<file path="config.mk">
export PLATFORM = sky130hd
export DESIGN_NAME = uart_tx_timer_periph
export DESIGN_NICKNAME = d
export VERILOG_FILES = /design/src/rtl/uart_tx_timer_periph_pkg.sv /design/src/rtl/uart_tx_timer_periph_fifo.sv /design/src/rtl/uart_tx_timer_periph.sv
export SDC_FILE = /design/constraint.sdc
export NUM_CORES = 1
export LEC_CHECK = 0
export ABC_AREA = 1
export CORE_MARGIN = 8
export CORE_UTILIZATION = 30
export DETAILED_ROUTE_END_ITERATION = 6
export PLACE_DENSITY = 0.53
export SYNTH_ARGS = -nofsm -noshare
export SYNTH_HDL_FRONTEND = slang
export SYNTH_HIERARCHICAL = 1
export SYNTH_SLANG_ARGS = --single-unit
</file>
<file path="constraint.sdc">
create_clock -name clk -period 2.6 [get_ports clk]
set_input_delay 0.78 -clock clk [delete_from_list [all_inputs] [get_ports clk]]
set_output_delay 0.78 -clock clk [all_outputs]
set_load 0.01 [all_outputs]
</file>
<file path="src/rtl/uart_tx_timer_periph_pkg.sv">
// Shared definitions for the memory-mapped UART transmitter peripheral.
// Holds the register offsets (word address bits [1:0]), the CTRL/STATUS bit
// positions, the transmit FSM state encoding and a helper for the effective
// baud divisor.
package uart_tx_timer_periph_pkg;

  // Register offsets, decoded from Addr[1:0]
  localparam logic [1:0] REG_CTRL   = 2'd0;
  localparam logic [1:0] REG_DIV    = 2'd1;
  localparam logic [1:0] REG_TXDATA = 2'd2;
  localparam logic [1:0] REG_STATUS = 2'd3;

  // CTRL bit positions
  localparam int CTRL_EN_BIT     = 0;
  localparam int CTRL_IRQ_EN_BIT = 1;

  // STATUS bit positions; COUNT occupies [7:4]
  localparam int STAT_EMPTY_BIT = 0;
  localparam int STAT_FULL_BIT  = 1;
  localparam int STAT_BUSY_BIT  = 2;
  localparam int STAT_OVF_BIT   = 3;
  localparam int STAT_COUNT_LSB = 4;

  // Transmit FSM states
  typedef enum logic [1:0] {
    ST_IDLE  = 2'd0,
    ST_START = 2'd1,
    ST_DATA  = 2'd2,
    ST_STOP  = 2'd3
  } tx_state_e;

  // A divisor of zero behaves as one clock per bit
  function automatic logic [15:0] div_eff(input logic [15:0] div);
    div_eff = (div == 16'd0) ? 16'd1 : div;
  endfunction

endpackage

</file>
<file path="src/rtl/uart_tx_timer_periph_fifo.sv">
// uart_tx_fifo: synchronous byte FIFO holding bytes waiting to be serialised.
// Ports:
//   clk, reset   - clock, asynchronous active-low reset
//   push, din    - write request and byte; a push while full is accepted only
//                  when a pop happens in the same cycle
//   pop, dout    - read request; dout shows the head entry combinationally
//   count        - number of stored entries (0..FIFO_DEPTH)
//   full, empty  - occupancy flags
module uart_tx_fifo #(
  parameter int FIFO_DEPTH = 4
) (
  input  logic                          clk,
  input  logic                          reset,
  input  logic                          push,
  input  logic                          pop,
  input  logic [7:0]                    din,
  output logic [7:0]                    dout,
  output logic [$clog2(FIFO_DEPTH):0]   count,
  output logic                          full,
  output logic                          empty
);

  localparam int AW = $clog2(FIFO_DEPTH);
  localparam int CW = AW + 1;

  logic [7:0]    mem_r [FIFO_DEPTH];
  logic [AW-1:0] wr_ptr_r;
  logic [AW-1:0] rd_ptr_r;
  logic [CW-1:0] count_r;
  logic          pop_ok_s;
  logic          push_ok_s;

  assign empty = (count_r == {CW{1'b0}});
  assign full  = (count_r == CW'(FIFO_DEPTH));
  assign count = count_r;
  assign dout  = mem_r[rd_ptr_r];

  // A pop on a full FIFO frees the slot the simultaneous push lands in
  assign pop_ok_s  = pop && !empty;
  assign push_ok_s = push && (!full || pop_ok_s);

  // Pointer and occupancy tracking; power-of-two depth gives natural wrap
  always_ff @(posedge clk or negedge reset) begin
    if (!reset) begin
      wr_ptr_r <= {AW{1'b0}};
      rd_ptr_r <= {AW{1'b0}};
      count_r  <= {CW{1'b0}};
    end else begin
      if (push_ok_s) begin
        wr_ptr_r <= wr_ptr_r + AW'(1);
      end
      if (pop_ok_s) begin
        rd_ptr_r <= rd_ptr_r + AW'(1);
      end
      case ({push_ok_s, pop_ok_s})
        2'b10:   count_r <= count_r + CW'(1);
        2'b01:   count_r <= count_r - CW'(1);
        default: count_r <= count_r;
      endcase
    end
  end

  // Storage array; contents need no reset because count gates visibility
  always_ff @(posedge clk) begin
    if (push_ok_s) begin
      mem_r[wr_ptr_r] <= din;
    end
  end

endmodule

</file>
<file path="src/rtl/uart_tx_timer_periph.sv">
// uart_tx_timer_periph: memory-mapped 8N1 UART transmitter behind the bridge.
// Ports:
//   clk, reset - system clock, asynchronous active-low reset
//   Addr       - word address; only Addr[1:0] selects CTRL/DIV/TXDATA/STATUS
//   WE, Din    - bridge-qualified write strobe and write data
//   Dout       - read data, combinational from Addr[1:0]
//   IRQ        - registered level interrupt: FIFO drained and line idle
//   tx         - registered serial output, idles high
module uart_tx_timer_periph
  import uart_tx_timer_periph_pkg::*;
#(
  parameter int          FIFO_DEPTH  = 4,
  parameter logic [15:0] DEFAULT_DIV = 16'd434
) (
  input  logic        clk,
  input  logic        reset,
  input  logic [29:0] Addr,
  input  logic        WE,
  input  logic [31:0] Din,
  output logic [31:0] Dout,
  output logic        IRQ,
  output logic        tx
);

  localparam int CW = $clog2(FIFO_DEPTH) + 1;

  logic          en_r;
  logic          irq_en_r;
  logic [15:0]   div_r;
  logic          ovf_r;
  tx_state_e     state_r;
  tx_state_e     state_nxt_s;
  logic [15:0]   baud_cnt_r;
  logic [15:0]   baud_nxt_s;
  logic [2:0]    bit_cnt_r;
  logic [2:0]    bit_nxt_s;
  logic [7:0]    shift_r;
  logic [7:0]    shift_nxt_s;
  logic          tx_r;
  logic          tx_nxt_s;
  logic          irq_r;
  logic          pop_s;
  logic          busy_s;

  logic          wr_ctrl_s;
  logic          wr_div_s;
  logic          wr_txdata_s;
  logic          wr_status_s;
  logic          push_drop_s;

  logic [7:0]    fifo_dout_s;
  logic [CW-1:0] fifo_count_s;
  logic          fifo_full_s;
  logic          fifo_empty_s;
  logic [3:0]    count4_s;
  logic          unused_bits_s;

  assign wr_ctrl_s   = WE && (Addr[1:0] == REG_CTRL);
  assign wr_div_s    = WE && (Addr[1:0] == REG_DIV);
  assign wr_txdata_s = WE && (Addr[1:0] == REG_TXDATA);
  assign wr_status_s = WE && (Addr[1:0] == REG_STATUS);

  // A push is lost only when full and the FSM is not popping this cycle
  assign push_drop_s = wr_txdata_s && fifo_full_s && !pop_s;

  assign busy_s   = (state_r != ST_IDLE);
  assign count4_s = 4'(fifo_count_s);
  assign tx       = tx_r;
  assign IRQ      = irq_r;

  assign unused_bits_s = ^{Addr[29:2], Din[31:16]};

  uart_tx_fifo #(
    .FIFO_DEPTH (FIFO_DEPTH)
  ) u_fifo (
    .clk   (clk),
    .reset (reset),
    .push  (wr_txdata_s),
    .pop   (pop_s),
    .din   (Din[7:0]),
    .dout  (fifo_dout_s),
    .count (fifo_count_s),
    .full  (fifo_full_s),
    .empty (fifo_empty_s)
  );

  // Software-visible control registers and sticky overflow flag
  always_ff @(posedge clk or negedge reset) begin
    if (!reset) begin
      en_r     <= 1'b0;
      irq_en_r <= 1'b0;
      div_r    <= DEFAULT_DIV;
      ovf_r    <= 1'b0;
    end else begin
      if (wr_ctrl_s) begin
        en_r     <= Din[CTRL_EN_BIT];
        irq_en_r <= Din[CTRL_IRQ_EN_BIT];
      end
      if (wr_div_s) begin
        div_r <= Din[15:0];
      end
      if (push_drop_s) begin
        ovf_r <= 1'b1;
      end else if (wr_status_s) begin
        ovf_r <= 1'b0;
      end
    end
  end

  // FSM state, baud/bit counters, shifter and registered outputs
  always_ff @(posedge clk or negedge reset) begin
    if (!reset) begin
      state_r    <= ST_IDLE;
      baud_cnt_r <= 16'd0;
      bit_cnt_r  <= 3'd0;
      shift_r    <= 8'd0;
      tx_r       <= 1'b1;
      irq_r      <= 1'b0;
    end else begin
      state_r    <= state_nxt_s;
      baud_cnt_r <= baud_nxt_s;
      bit_cnt_r  <= bit_nxt_s;
      shift_r    <= shift_nxt_s;
      tx_r       <= tx_nxt_s;
      irq_r      <= irq_en_r & en_r & fifo_empty_s & ~busy_s;
    end
  end

  // Next-state logic; the baud counter reloads from DIV at every bit start,
  // so a DIV write only affects bit periods that begin afterwards
  always_comb begin
    state_nxt_s = state_r;
    baud_nxt_s  = baud_cnt_r;
    bit_nxt_s   = bit_cnt_r;
    shift_nxt_s = shift_r;
    pop_s       = 1'b0;
    case (state_r)
      ST_IDLE: begin
        if (en_r && !fifo_empty_s) begin
          pop_s       = 1'b1;
          shift_nxt_s = fifo_dout_s;
          state_nxt_s = ST_START;
          baud_nxt_s  = div_eff(div_r) - 16'd1;
          bit_nxt_s   = 3'd0;
        end else begin
          state_nxt_s = ST_IDLE;
        end
      end
      ST_START: begin
        if (baud_cnt_r == 16'd0) begin
          state_nxt_s = ST_DATA;
          baud_nxt_s  = div_eff(div_r) - 16'd1;
        end else begin
          baud_nxt_s = baud_cnt_r - 16'd1;
        end
      end
      ST_DATA: begin
        if (baud_cnt_r == 16'd0) begin
          shift_nxt_s = {1'b0, shift_r[7:1]};
          baud_nxt_s  = div_eff(div_r) - 16'd1;
          if (bit_cnt_r == 3'd7) begin
            state_nxt_s = ST_STOP;
            bit_nxt_s   = 3'd0;
          end else begin
            bit_nxt_s = bit_cnt_r + 3'd1;
          end
        end else begin
          baud_nxt_s = baud_cnt_r - 16'd1;
        end
      end
      ST_STOP: begin
        if (baud_cnt_r == 16'd0) begin
          state_nxt_s = ST_IDLE;
        end else begin
          baud_nxt_s = baud_cnt_r - 16'd1;
        end
      end
      default: begin
        state_nxt_s = ST_IDLE;
      end
    endcase
  end

  // Line level for the coming cycle, derived from the next state so the
  // start bit appears right after the pop edge
  always_comb begin
    tx_nxt_s = 1'b1;
    case (state_nxt_s)
      ST_START: tx_nxt_s = 1'b0;
      ST_DATA:  tx_nxt_s = shift_nxt_s[0];
      default:  tx_nxt_s = 1'b1;
    endcase
  end

  // Read-data multiplexer
  always_comb begin
    Dout = 32'd0;
    case (Addr[1:0])
      REG_CTRL:   Dout = {30'd0, irq_en_r, en_r};
      REG_DIV:    Dout = {16'd0, div_r};
      REG_TXDATA: Dout = 32'd0;
      REG_STATUS: Dout = {24'd0, count4_s, ovf_r, busy_s, fifo_full_s, fifo_empty_s};
      default:    Dout = 32'd0;
    endcase
  end

endmodule

</file>
==> results.cfg <==
[status]
outcome = complete, no violations

[setup_path]
end_kind = primary output
reg2regPathDepth = 16
path_max_fanout = 5
crit_required_ns = 1.82
timing.rr.end = u_fifo/count[2]$_DFFE_PN0P_
r2r_start = u_fifo/count[0]$_DFFE_PN0P_
ff2ff_setup_slack_ns = 0.26
criticalPathCategory = input port to primary output
worstPathArrival_ns = 1.70
start_kind = input port

[clocking]
clkSlewWorstSetupHoldPaths_ns = 0.07
cts_tree = yes
clock_sinks = 89
cts_root_buffer = clkbuf_16
clockBufferDepth = 2
cts_buffers = 9
cts_max_level = 3
clock_latency_ns = 0.34
cts_setup_buffers = 0

[route]
vias = 4306
firstDrtPassIters = 4
finalWirelength_um = 12800
ant_nets = 0
first_iter_violations = 245
viasPerCell = 4.64
wl_per_cell_um = 13.8
drc_errors = 0

[synthesis]
synthesis.area_um2 = 5180
syn_avg_cell_area_um2 = 8.06
yosys_warnings = 6
synthCells = 642
synth_cell_types = 38
ys_seq_elements = 89
ys_seq_area_frac = 0.463

[finish]
areaGrowthSynthToFinish_pct = 17.5
layout.cells.most_common = nand2_1
final_nets = 777
mostFrequentLayoutCells = nand2_1, nor2_1, inv_1
final_util = 0.357
drive_gt1_frac = 0.134
fillers = 1797
num_antenna_cells = 0

[die]
die-height_um = 147
die_area_um2 = 21700
initial_utilization = 0.304
row_count = 48
core_um2 = 17100
pin_count = 99
die_w_um = 147

[place]
io_buffer_count = 38
hpwl_um = 9520
gp_congestion = 0.918
dp_slack_ns = -0.580

[power]
p_leak_nw = 2.76
ir_drop_v = 0.000560
p_per_area_nw_per_um2 = 905

[global_routing]
grt_antenna_before_repair = 0
grt_max_degree = 34
grt_pass1_vias = 4332
grt-ovfl-total = 0
grt_util_all_layers = 0.123
grt_pass1_wl_um = 21700

[timing]
hold_slack_ns = 0.482
fin_setup_tns_ns = 0
maxSlewHeadroom = 0.515
slew_viol_final = 0
clock.fmax_mhz = 403
tightest_slew_ns = 0.728
min_period_over_period = 0.955
setup_ws_ns = 0.118
setup_viol = 0
finClkSkew_ns = 0.00795
min_period_ns = 2.48
final-hold-violation-count = 0
rsz0062_at_grt = false

[hold_path]
hold_class = input port to async pin

[flow_run]
max_cap_violations = 0
worst max-delay path, cell delays in order:
cell	delay, ns
dlygate4sd2_1	0.26
inv_2	0.10
nand2_4	0.08
buf_6	0.14
nor2_1	0.07
dlygate4sd2_1	0.27
where the power goes:
part / total, W / internal (W) / switching (W)
Clock: 0.00124 / 0.000657 / 0.000581
Sequential: 0.00217 / 0.00181 / 0.000358
Combinational: 0.00210 / 0.000762 / 0.00134
Total: 0.00551 / 0.00323 / 0.00228
worst max path at each step:
stage	from	cells past startpoint	slack (ns)	to
after detailed placement	Addr[0]	5	-0.58	Dout[15]
after CTS	Addr[0]	6	0.01	Dout[5]
final	Addr[1]	6	0.12	Dout[12]
after global placement	Addr[0]	5	-0.53	Dout[9]
after floorplan	u_fifo/count[0]$_DFFE_PN0P_	16	0.26	u_fifo/count[2]$_DFFE_PN0P_
after global routing	u_fifo/count[0]$_DFFE_PN0P_	16	0.01	u_fifo/count[2]$_DFFE_PN0P_
routing by layer:
metal	vias up	wire [µm]	track usage
li1	2153	-	-
met1	2054	6090	0.160
met2	88	6060	0.200
met3	11	486	0.0232
met4	0	194	0.0418
met5	-	0	0
cell type report:
type / instances / area (µm²) / area share
timing repair buffer: 61 / 505 / 0.0831
clock inverter: 7 / 53.8 / 0.00884
tap: 225 / 282 / 0.0463
multi-input combinational: 457 / 2320 / 0.381
sequential: 89 / 2400 / 0.394
clock buffer: 9 / 225 / 0.0370
inverter: 80 / 305 / 0.0502
state kept, by name, indices dropped and copies added, names as in the netlist, 2 cells and up:
signal	count
u_fifo/wr_ptr_r	2
div_r	16
bit_cnt_r	3
u_fifo/mem_r	32
baud_cnt_r	16
u_fifo/rd_ptr_r	2
state_r	2
shift_r	8
u_fifo/count	3
through the flow:
stage / power [W] / cell area, µm² / instances
finish: 0.00551 / 6080 / 928
global route: 0.00598 / 6080 / 928
CTS: 0.00554 / 6080 / 928
detailed placement: 0.00428 / 5810 / 910
global placement: 0.00424 / 5810 / 910
floorplan: 0.00374 / 5230 / 657
synth_stat cells (all sizes together):
cell    count  area, µm²
or2         1       6.26
dfrtp      51       1280
nand3      40        225
inv        79        302
o22ai       1       6.26
clkbuf      6       22.5
o21ai      54        282
dfstp       6        158
buf        26        219
a21boi      1       7.51
nand2     144        563
o211ai      3       22.5
conb        1       3.75
ha         13        163
xnor2       6       52.6
nor3        7       46.3
nor2      108        425
clkinv      1       3.75
xor2       12        105
edfxtp     32        961
fa          1       20.0
a32oi       6       52.6
a21oi      31        163
a22oi       2       15.0
nand4      10       77.6
timing repair:
action,CTS,global route
hold buffers,0,0
gates cloned,2,0
setup endpoints to repair,16,6
endpoints found under the hold margin,0,0
resized for setup,50,7
logic make-up (layout without fill, tap and decap cells):
family / after synthesis / count (layout) / share of synthesized area
and+or+nand+nor: 310 / 311 / 0.260
buffers and inverters: 112 / 157 / 0.106
AOI/OAI and AO/OA: 98 / 98 / 0.106
DFF: 89 / 89 / 0.463
xor gates and xnor gates: 18 / 18 / 0.0304
adders and majority gates: 14 / 14 / 0.0353
other: 1 / 16 / 0.000724
Power figures use the tool's default switching activity.
